`src/rtl/ibex_pkg.sv`:
```
// Shared types for the register-file write-port arbiter.
// Writeback source select plus register-file geometry.
package ibex_pkg;

  typedef enum logic [1:0] {
    WB_SRC_NONE,
    WB_SRC_LSU,
    WB_SRC_ID,
    WB_SRC_COP
  } wb_src_e;

  localparam int unsigned RegAddrW = 5;
  localparam int unsigned RegDataW = 32;
  localparam int unsigned NumRegs  = 32;

endpackage

```
`src/rtl/ibex_rf_scoreboard.sv`:
```
// COP destination scoreboard: pending bitmap plus in-flight credit counter.
// Set beats clear on the same bit; x0 is never marked pending.
module ibex_rf_scoreboard
  import ibex_pkg::*;
#(
  parameter int unsigned MaxCopOutstanding = 4,
  localparam int unsigned CntW = $clog2(MaxCopOutstanding + 1)
) (
  input  logic                clk_i,
  input  logic                rst_ni,
  input  logic                set_i,
  input  logic [RegAddrW-1:0] set_addr_i,
  input  logic                clr_i,
  input  logic [RegAddrW-1:0] clr_addr_i,
  input  logic                inc_i,
  input  logic                dec_i,
  output logic [NumRegs-1:0]  pending_o,
  output logic [CntW-1:0]     count_o,
  output logic                full_o
);

  localparam logic [CntW-1:0] CntMax = CntW'(MaxCopOutstanding);
  localparam logic [CntW-1:0] CntOne = CntW'(1);

  logic [NumRegs-1:0] pending_q, pending_d;
  logic [CntW-1:0]    cnt_q, cnt_d;

  always_comb begin
    pending_d = pending_q;
    if (clr_i) pending_d[clr_addr_i] = 1'b0;
    if (set_i) pending_d[set_addr_i] = 1'b1;
    pending_d[0] = 1'b0;
  end

  // Saturating: never wraps past Max or below zero
  always_comb begin
    cnt_d = cnt_q;
    unique case ({inc_i, dec_i})
      2'b10: if (cnt_q < CntMax) cnt_d = cnt_q + CntOne;
      2'b01: if (cnt_q != '0) cnt_d = cnt_q - CntOne;
      default: ;
    endcase
  end

  always_ff @(posedge clk_i or negedge rst_ni) begin
    if (!rst_ni) begin
      pending_q <= '0;
      cnt_q     <= '0;
    end else begin
      pending_q <= pending_d;
      cnt_q     <= cnt_d;
    end
  end

  assign pending_o = pending_q;
  assign count_o   = cnt_q;
  assign full_o    = (cnt_q >= CntMax);

endmodule

```
`src/rtl/ibex_rf_wport_arbiter.sv`:
```
// Register-file write-port arbiter for LSU, ID/EX and decoupled COP results.
// LSU always wins; ID and COP alternate via rr_q when both request.
module ibex_rf_wport_arbiter
  import ibex_pkg::*;
#(
  parameter bit          ResetAll          = 1'b0,
  parameter bit          RegOutput         = 1'b0,
  parameter int unsigned MaxCopOutstanding = 4,
  localparam int unsigned CntW = $clog2(MaxCopOutstanding + 1)
) (
  input  logic                clk_i,
  input  logic                rst_ni,
  input  logic                lsu_we_i,
  input  logic [RegAddrW-1:0] lsu_waddr_i,
  input  logic [RegDataW-1:0] lsu_wdata_i,
  input  logic                id_we_i,
  input  logic [RegAddrW-1:0] id_waddr_i,
  input  logic [RegDataW-1:0] id_wdata_i,
  output logic                id_ready_o,
  input  logic                cop_issue_i,
  input  logic [RegAddrW-1:0] cop_issue_waddr_i,
  output logic                cop_issue_ready_o,
  input  logic                cop_valid_i,
  input  logic [RegAddrW-1:0] cop_waddr_i,
  input  logic [RegDataW-1:0] cop_wdata_i,
  output logic                cop_ready_o,
  output logic                rf_we_o,
  output logic [RegAddrW-1:0] rf_waddr_o,
  output logic [RegDataW-1:0] rf_wdata_o,
  output logic [NumRegs-1:0]  rf_pending_o,
  output logic [CntW-1:0]     cop_outstanding_o
);

  logic                rr_q, rr_d;
  logic                id_gnt, cop_gnt;
  wb_src_e             src;
  logic [RegAddrW-1:0] gnt_waddr;
  logic [RegDataW-1:0] gnt_wdata;
  logic                gnt_we;
  logic                issue_hs, sb_full;
  logic                clr;
  logic [RegAddrW-1:0] clr_addr;
  logic [NumRegs-1:0]  pending;

  assign id_ready_o  = !lsu_we_i && (!cop_valid_i || !rr_q);
  assign cop_ready_o = !lsu_we_i && (!id_we_i || rr_q);
  assign id_gnt      = id_we_i && id_ready_o;
  assign cop_gnt     = cop_valid_i && cop_ready_o;

  always_comb begin
    src = WB_SRC_NONE;
    unique case (1'b1)
      lsu_we_i: src = WB_SRC_LSU;
      id_gnt:   src = WB_SRC_ID;
      cop_gnt:  src = WB_SRC_COP;
      default:  ;
    endcase
  end

  always_comb begin
    gnt_waddr = '0;
    gnt_wdata = '0;
    unique case (src)
      WB_SRC_LSU: begin
        gnt_waddr = lsu_waddr_i;
        gnt_wdata = lsu_wdata_i;
      end
      WB_SRC_ID: begin
        gnt_waddr = id_waddr_i;
        gnt_wdata = id_wdata_i;
      end
      WB_SRC_COP: begin
        gnt_waddr = cop_waddr_i;
        gnt_wdata = cop_wdata_i;
      end
      default: ;
    endcase
  end

  // x0 writes are consumed but never reach the RF
  assign gnt_we = (src != WB_SRC_NONE) && (gnt_waddr != '0);

  assign rr_d = (id_gnt || cop_gnt) ? id_gnt : rr_q;

  always_ff @(posedge clk_i or negedge rst_ni) begin
    if (!rst_ni) rr_q <= 1'b0;
    else         rr_q <= rr_d;
  end

  if (RegOutput) begin : g_regout
    logic                we_q, cop_clr_q;
    logic [RegAddrW-1:0] waddr_q;
    logic [RegDataW-1:0] wdata_q;

    always_ff @(posedge clk_i or negedge rst_ni) begin
      if (!rst_ni) begin
        we_q      <= 1'b0;
        cop_clr_q <= 1'b0;
      end else begin
        we_q      <= gnt_we;
        cop_clr_q <= (src == WB_SRC_COP);
      end
    end

    if (ResetAll) begin : g_rst
      always_ff @(posedge clk_i or negedge rst_ni) begin
        if (!rst_ni) begin
          waddr_q <= '0;
          wdata_q <= '0;
        end else begin
          waddr_q <= gnt_waddr;
          wdata_q <= gnt_wdata;
        end
      end
    end else begin : g_nrst
      always_ff @(posedge clk_i) begin
        waddr_q <= gnt_waddr;
        wdata_q <= gnt_wdata;
      end
    end

    // Pending clears together with the delayed RF write
    assign rf_we_o    = we_q;
    assign rf_waddr_o = waddr_q;
    assign rf_wdata_o = wdata_q;
    assign clr        = cop_clr_q;
    assign clr_addr   = waddr_q;
  end else begin : g_comb
    assign rf_we_o    = gnt_we;
    assign rf_waddr_o = gnt_waddr;
    assign rf_wdata_o = gnt_wdata;
    assign clr        = cop_gnt;
    assign clr_addr   = cop_waddr_i;
  end

  assign issue_hs = cop_issue_i && cop_issue_ready_o;

  assign cop_issue_ready_o = !sb_full &&
    ((cop_issue_waddr_i == '0) || !pending[cop_issue_waddr_i]);

  ibex_rf_scoreboard #(
    .MaxCopOutstanding(MaxCopOutstanding)
  ) u_scoreboard (
    .clk_i     (clk_i),
    .rst_ni    (rst_ni),
    .set_i     (issue_hs),
    .set_addr_i(cop_issue_waddr_i),
    .clr_i     (clr),
    .clr_addr_i(clr_addr),
    .inc_i     (issue_hs),
    .dec_i     (cop_gnt),
    .pending_o (pending),
    .count_o   (cop_outstanding_o),
    .full_o    (sb_full)
  );

  assign rf_pending_o = pending;

  a_cop_credit : assert property (@(posedge clk_i) disable iff (!rst_ni)
    cop_gnt |-> (cop_outstanding_o != '0));

  a_cop_pending : assert property (@(posedge clk_i) disable iff (!rst_ni)
    cop_gnt |-> ((cop_waddr_i == '0) || pending[cop_waddr_i]));

  a_id_stable : assert property (@(posedge clk_i) disable iff (!rst_ni)
    (id_we_i && !id_ready_o) |=>
    (id_we_i && $stable(id_waddr_i) && $stable(id_wdata_i)));

  a_cop_stable : assert property (@(posedge clk_i) disable iff (!rst_ni)
    (cop_valid_i && !cop_ready_o) |=>
    (cop_valid_i && $stable(cop_waddr_i) && $stable(cop_wdata_i)));

  a_no_x0 : assert property (@(posedge clk_i) disable iff (!rst_ni)
    rf_we_o |-> (rf_waddr_o != '0));

endmodule

```
`config.mk`:
```
export PLATFORM = sky130hd
export DESIGN_NAME = ibex_rf_wport_arbiter
export DESIGN_NICKNAME = d
export VERILOG_FILES = /design/src/rtl/ibex_pkg.sv /design/src/rtl/ibex_rf_scoreboard.sv /design/src/rtl/ibex_rf_wport_arbiter.sv
export SDC_FILE = /design/constraint.sdc
export NUM_CORES = 1
export LEC_CHECK = 0
export CAP_MARGIN = 25
export CORE_MARGIN = 8
export CORE_UTILIZATION = 25
export CTS_CLUSTER_SIZE = 30
export DETAILED_ROUTE_END_ITERATION = 8
export GPL_TIMING_DRIVEN = 0
export HOLD_SLACK_MARGIN = 0.12
export PLACE_DENSITY = 0.62
export SETUP_SLACK_MARGIN = 0.4
export SYNTH_ARGS = -nofsm -noshare
export SYNTH_HDL_FRONTEND = slang
export SYNTH_SLANG_ARGS = --single-unit
```
`constraint.sdc`:
```
create_clock -name clk_i -period 6 [get_ports clk_i]
set_input_delay 1.2 -clock clk_i [delete_from_list [all_inputs] [get_ports clk_i]]
set_output_delay 1.2 -clock clk_i [all_outputs]
set_load 0.005 [all_outputs]
```
==> metrics <==
CTS root buf=clkbuf_8; Worst-Margin Slew=773 ps; Main synth FF type=dfrtp_1; most used cell, CP=clkdlybuf4s50_1; asr flop ratio synth=1.00; WHS=531 ps; CP Class=in2out; Arr. time, crit path=3850 ps; WP data required=4800 ps; DRT antenna net count=0; HP Class=reg2reg; port bufs=191; overall power=1.33 mW; critical path's largest stage delay=530 ps; Psw=449 µW; Chip Height=119 µm; drc violations=0; CP Launch Type=primary input; final setup TNS=0 ps; GRT Total Usage=0.196; area of the multi-input gates=0.00149 mm²; crit end category=output port; vias per cell=5.52; CTS tree=yes; VDD IR max=132 µV; Final setup viols=0; vias in the first global route=3579; skew final=3.91 ps; RSZ-0062 raised after global routing=no; synth-to-layout area growth=82.5%; Combinational Power Share=0.518; gr ovfl total=0; power per cell area=273 mW/mm²; Internal Power=878 µW; Fill cells=984; row cnt=37; min Tclk post-route=5050 ps; relative slew slack=0.484; Initial Utilization=0.258; Worst-Skew Late Latency=290 ps; die area=0.0142 mm²; mapped cell area=0.00266 mm²; Avg Cell Area, Syn=8.96 µm²; switching share of power=0.339; iteration count of the initial detailed-routing pass=7; CTS Buf Count=5; initial antenna violation count=0; Clk pwr share=0.166; Leak Pwr=1.98 nW; htree depth=2; largest net degree at the start of global routing=36; # IOs=198; syn nets=422; DR WL/cell=22.8 µm; Mapped Cells=297; die width=119 µm; Post-Route WL=14.4 mm; endpoints failing hold=0; cells along the critical path=clkdlybuf4s50_1 > a211oi_2 > clkbuf_1 > buf_1 > a222oi_1 > inv_1 > clkdlybuf4s50_1; Slowest-stage cell, CP=clkdlybuf4s50_1; number of max-cap violations=0; share of layout cells above drive strength 1=0.0645; Pins Over Slew Limit=0; status=complete, no violations; sequential share of power=0.316; Layout Nets=620; #FFs+latches synth=35; Seq/Total Area, Yosys=0.329; routed via count=3491; first-pass GRT wire length=21.9 mm; n_diodes=0; hold buffers post-CTS=0; PostCTS Resize Cnt=0; number of synthesis warnings=0; clk slew on worst S/H paths=70 ps; Seq. cell area=876 µm²; Post-synth EDFFs=0; fin crit share=0.842; clock tree buffer depth=2; postcts setup bufs=0; total core area=0.0103 mm²; fmax=198 MHz; post-detail-place hpwl=11.8 mm; GPL Wtd Cong=0.894; CP max FO=10; synth unique cells=53; clk sinks=35; DR iter-0 viols=370
## Yosys cell counts, types with 3 or more instances
| cell | instances | area share |
|---|---|---|
| nand3_1 | 6 | 0.011 |
| or3b_2 | 3 | 0.0099 |
| a222oi_1 | 33 | 0.12 |
| o41ai_1 | 6 | 0.020 |
| nand2b_1 | 4 | 0.0094 |
| nand3b_1 | 7 | 0.020 |
| o31ai_1 | 24 | 0.068 |
| a21oi_1 | 3 | 0.0056 |
| o21ai_0 | 32 | 0.060 |
| mux2i_1 | 10 | 0.038 |
| and3_1 | 5 | 0.012 |
| inv_1 | 40 | 0.056 |
| nand2_1 | 8 | 0.011 |
| clkbuf_1 | 16 | 0.023 |
| buf_4 | 3 | 0.0085 |
| buf_6 | 3 | 0.013 |
| a221o_1 | 4 | 0.015 |
| dfrtp_1 | 35 | 0.33 |
| nor2_1 | 6 | 0.0085 |
| nor4_1 | 3 | 0.0071 |
| buf_2 | 4 | 0.0075 |
## power groups by stage
stage	combinational, mW	sequential, mW	clock, mW
floorplan	0.260	0.409	0
global placement	0.676	0.422	0
detailed placement	0.689	0.423	0
CTS	0.692	0.420	0.225
global route	0.746	0.435	0.235
finish	0.687	0.419	0.221
## layout by cell type (no fill, tap or decap), drive strengths merged, types with 8 or more instances in the layout
cell type	n
clkdlybuf4s50	190
inv	40
dfrtp	35
o21ai	34
a222oi	33
o31ai	24
clkbuf	22
buf	13
mux2i	10
nand2	8
## routing by layer
| layer | track usage | vias to the layer above | wire (µm) |
|---|---|---|---|
| met5 | 0 | - | 0 |
| li1 | - | 1556 | - |
| met2 | 0.327 | 218 | 7060 |
| met1 | 0.234 | 1679 | 5490 |
| met3 | 0.0576 | 38 | 1400 |
| met4 | 0.0704 | 0 | 459 |
## metrics by stage
| step | instance area, µm² | util | setup slack, ps | cells |
|---|---|---|---|---|
| 6_report | 4850 | 0.470 | 946 | 632 |
| 5_1_grt | 4850 | 0.470 | 726 | 632 |
| 2_1_floorplan | 2660 | - | 2420 | 297 |
| 3_5_place_dp | 4740 | 0.459 | 941 | 624 |
| 4_1_cts | 4850 | 0.470 | 935 | 632 |
| 3_3_place_gp | 4740 | 0.459 | 963 | 624 |
## state kept, by name (all words and copies together) (netlist names)
signal	cells
u_scoreboard.count_o	3
rr_q	1
u_scoreboard.pending_o	31
## worst max-delay path: cells and delay by family
family / cells / cell delay, ps
buffers and inverters: 5 / 1970
AOI/OAI and AO/OA: 2 / 670
## path summary, 6_finish.rpt
kind / from / end / slack [ps] / cells past startpoint
max reg2reg: u_scoreboard.pending_o[11] / u_scoreboard.count_o[2] / 3240 / 10
max in group asynchronous: rst_ni / u_scoreboard.count_o[0] / 4530 / 1
min in group asynchronous: rst_ni / u_scoreboard.pending_o[18] / 990 / 1
min: u_scoreboard.count_o[0] / u_scoreboard.count_o[0] / 530 / 1
min reg2reg: u_scoreboard.count_o[0] / u_scoreboard.count_o[0] / 530 / 1
max: id_we_i / rf_wdata_o[3] / 950 / 7
## cell families after synthesis
kind of cell / synth area share
AO/OA/AOI/OAI: 0.333
XOR/XNOR: 0.00988
adder cells (fa/ha/maj): 0.0169
buffers and inverters: 0.111
flip-flops: 0.329
multiplexers: 0.0602
other: 0.00141
AND/OR/NAND/NOR: 0.139
## layout make-up
class                      instances  share of cell area
buffer                            28              0.0296
clock buffer                       6              0.0170
clock inverter                     2             0.00722
inverter                          40              0.0309
multi-input combinational        194               0.307
sequential                        35               0.180
tap                              136              0.0351
timing repair buffer             191               0.393
(Power assumes the default switching activity.)
==> variant (config.mk and constraints unchanged) <==
Change the parameter `RegOutput` from 1'b0 to 1'b1.
--- a/src/rtl/ibex_rf_wport_arbiter.sv
+++ b/src/rtl/ibex_rf_wport_arbiter.sv
@@ -4,7 +4,7 @@
   import ibex_pkg::*;
 #(
   parameter bit          ResetAll          = 1'b0,
-  parameter bit          RegOutput         = 1'b0,
+  parameter bit          RegOutput         = 1'b1,
   parameter int unsigned MaxCopOutstanding = 4,
   localparam int unsigned CntW = $clog2(MaxCopOutstanding + 1)
 ) (
Formal check against the unedited RTL: not equivalent (a bounded check fails within 4 cycles, from zero or initial values and one cycle with rst_ni low).
==> variant against the original RTL <==
  * Setup slack lost 0.15 ns
  * Sequential power rose by 59%
  * Total power up 33%
  * Utilization decreased by 1.8 points
  * Sequential cell count grew 39
  * Routed wire length down 6.6%
  * Area after synthesis increased by 23%
  * Highest routed layer unchanged
  * Critical path type unchanged
  * Count of clock-buffer cells in the layout grew 6
  * Design area grew 18%
==> variant: results (changes against the original RTL) <==
* Outcome: finished, final reports clean (unchanged)
* CTS resizes at 0 (unchanged)
* Met3 Use GR at 0.0759 (was 0.0576)
* Compound-Gate Fraction of Synth Area at 0.236 (was 0.333)
* Flop pwr share at 0.380 (was 0.316)
* Setup TNS at 0 ns (unchanged)
* Ratio of cells with drive above 1 in the final layout at 0.0556 (was 0.0645)
* Worst hold path endpoint: rr_q (was u_scoreboard.count_o[0])
* R2r setup slk at 2.93 ns (was 3.24 ns)
* Pleak at 2.27 nW (was 1.98 nW)
* HPWL Detailed at 10700 um (was 11800 um)
* Ranking of synthesized cells by area: dfrtp_1 28%, dfxtp_1 23%, a222oi_1 10% (was dfrtp_1 33%, a222oi_1 12%, o31ai_1 6.8%)
* Max incr delay on CP at 0.59 ns (was 0.53 ns)
* M1 WL at 4890 um (was 5490 um)
* Placer's final routability congestion estimate at 0.785 (was 0.894)
* Ys flop type: dfxtp_1 (was dfrtp_1)
* Most frequent cells after synthesis: 40 x o21ai_0, 39 x inv_1, 37 x dfrtp_1, 37 x dfxtp_1, 33 x a222oi_1 (was 40 x inv_1, 35 x dfrtp_1, 33 x a222oi_1, 32 x o21ai_0, 24 x o31ai_1)
* Critical path endpoint: cop_issue_ready_o (was rf_wdata_o[3])
* Met1 usage at 0.167 (was 0.234)
* Switching Fraction at 0.277 (was 0.339)
* M2 GR Usage at 0.271 (was 0.327)
* Synth warnings at 0 (unchanged)
* Worst Skew at 0.00975 ns (was 0.00391 ns)
* Clock power share at 0.313 (was 0.166)
* Count of port buffers added during placement at 194 (was 191)
* CP startpoint: cop_issue_waddr_i[1] (was id_we_i)
* Vias in the first global route at 3806 (was 3579)
* Initial drt markers at 241 (was 370)
* CTS Root Cell: clkbuf_16 (was clkbuf_8)
* Met2 WL at 6860 um (was 7060 um)
* Nets at 642 (was 620)
* Detailed Routing Iterations Pass 1 at 8 (was 7)
* Hold Path Stages at 1 (unchanged)
* Least-Margin Pin Slew at 0.850 ns (was 0.773 ns)
* DR vias/cell at 4.97 (was 5.52)
* GR Util All Layers at 0.157 (was 0.196)
* Final period util at 0.867 (was 0.842)
* Sequential area share after synthesis at 0.510 (was 0.329)
* WP data arrival at 4.00 ns (was 3.85 ns)
* Worst skew pair latency at 0.33 ns (was 0.29 ns)
* Mux cell area share after synthesis at 0.0651 (was 0.0602)
* Post-Synth Adder-Cell Area at 0.0138 (was 0.0169)
* Critical hold path startpoint: rr_q (was u_scoreboard.count_o[0])
* Worst r2r path cells at 11 (was 10)
* VDD IR max at 0.114 mV (was 0.132 mV)
* Async SR Flop Fraction at 0.500 (was 1.00)
==> variant: cell count changes after synthesis, moves of 3 or more <==
cell	before	now
nand2b_1	4	1
clkbuf_1	16	12
o31ai_1	24	0
buf_2	4	0
o41ai_1	6	1
dfxtp_1	0	37
o21ai_0	32	40
mux2i_1	10	7
o21ai_1	2	23
==> variant: through the flow <==
stage | total power, mW | hold slack, ns | cell area (um^2) | instances
2_1_floorplan | 0.854 | 0.473 | 3270 | 312
3_3_place_gp | 1.21 | 0.489 | 5420 | 678
3_5_place_dp | 1.22 | 0.500 | 5420 | 678
4_1_cts | 1.78 | 0.513 | 5720 | 694
5_1_grt | 1.86 | 0.534 | 5720 | 694
6_report | 1.76 | 0.511 | 5720 | 694
==> variant: layout make-up <==
cell class                 count  area, um^2
tap                          172         215
clock buffer                  12         258
clock inverter                 4        48.8
buffer                        18        90.1
inverter                      40         150
multi-input combinational    180        1360
fill                        1231        6950
timing repair buffer         194        1940
sequential                    74        1670
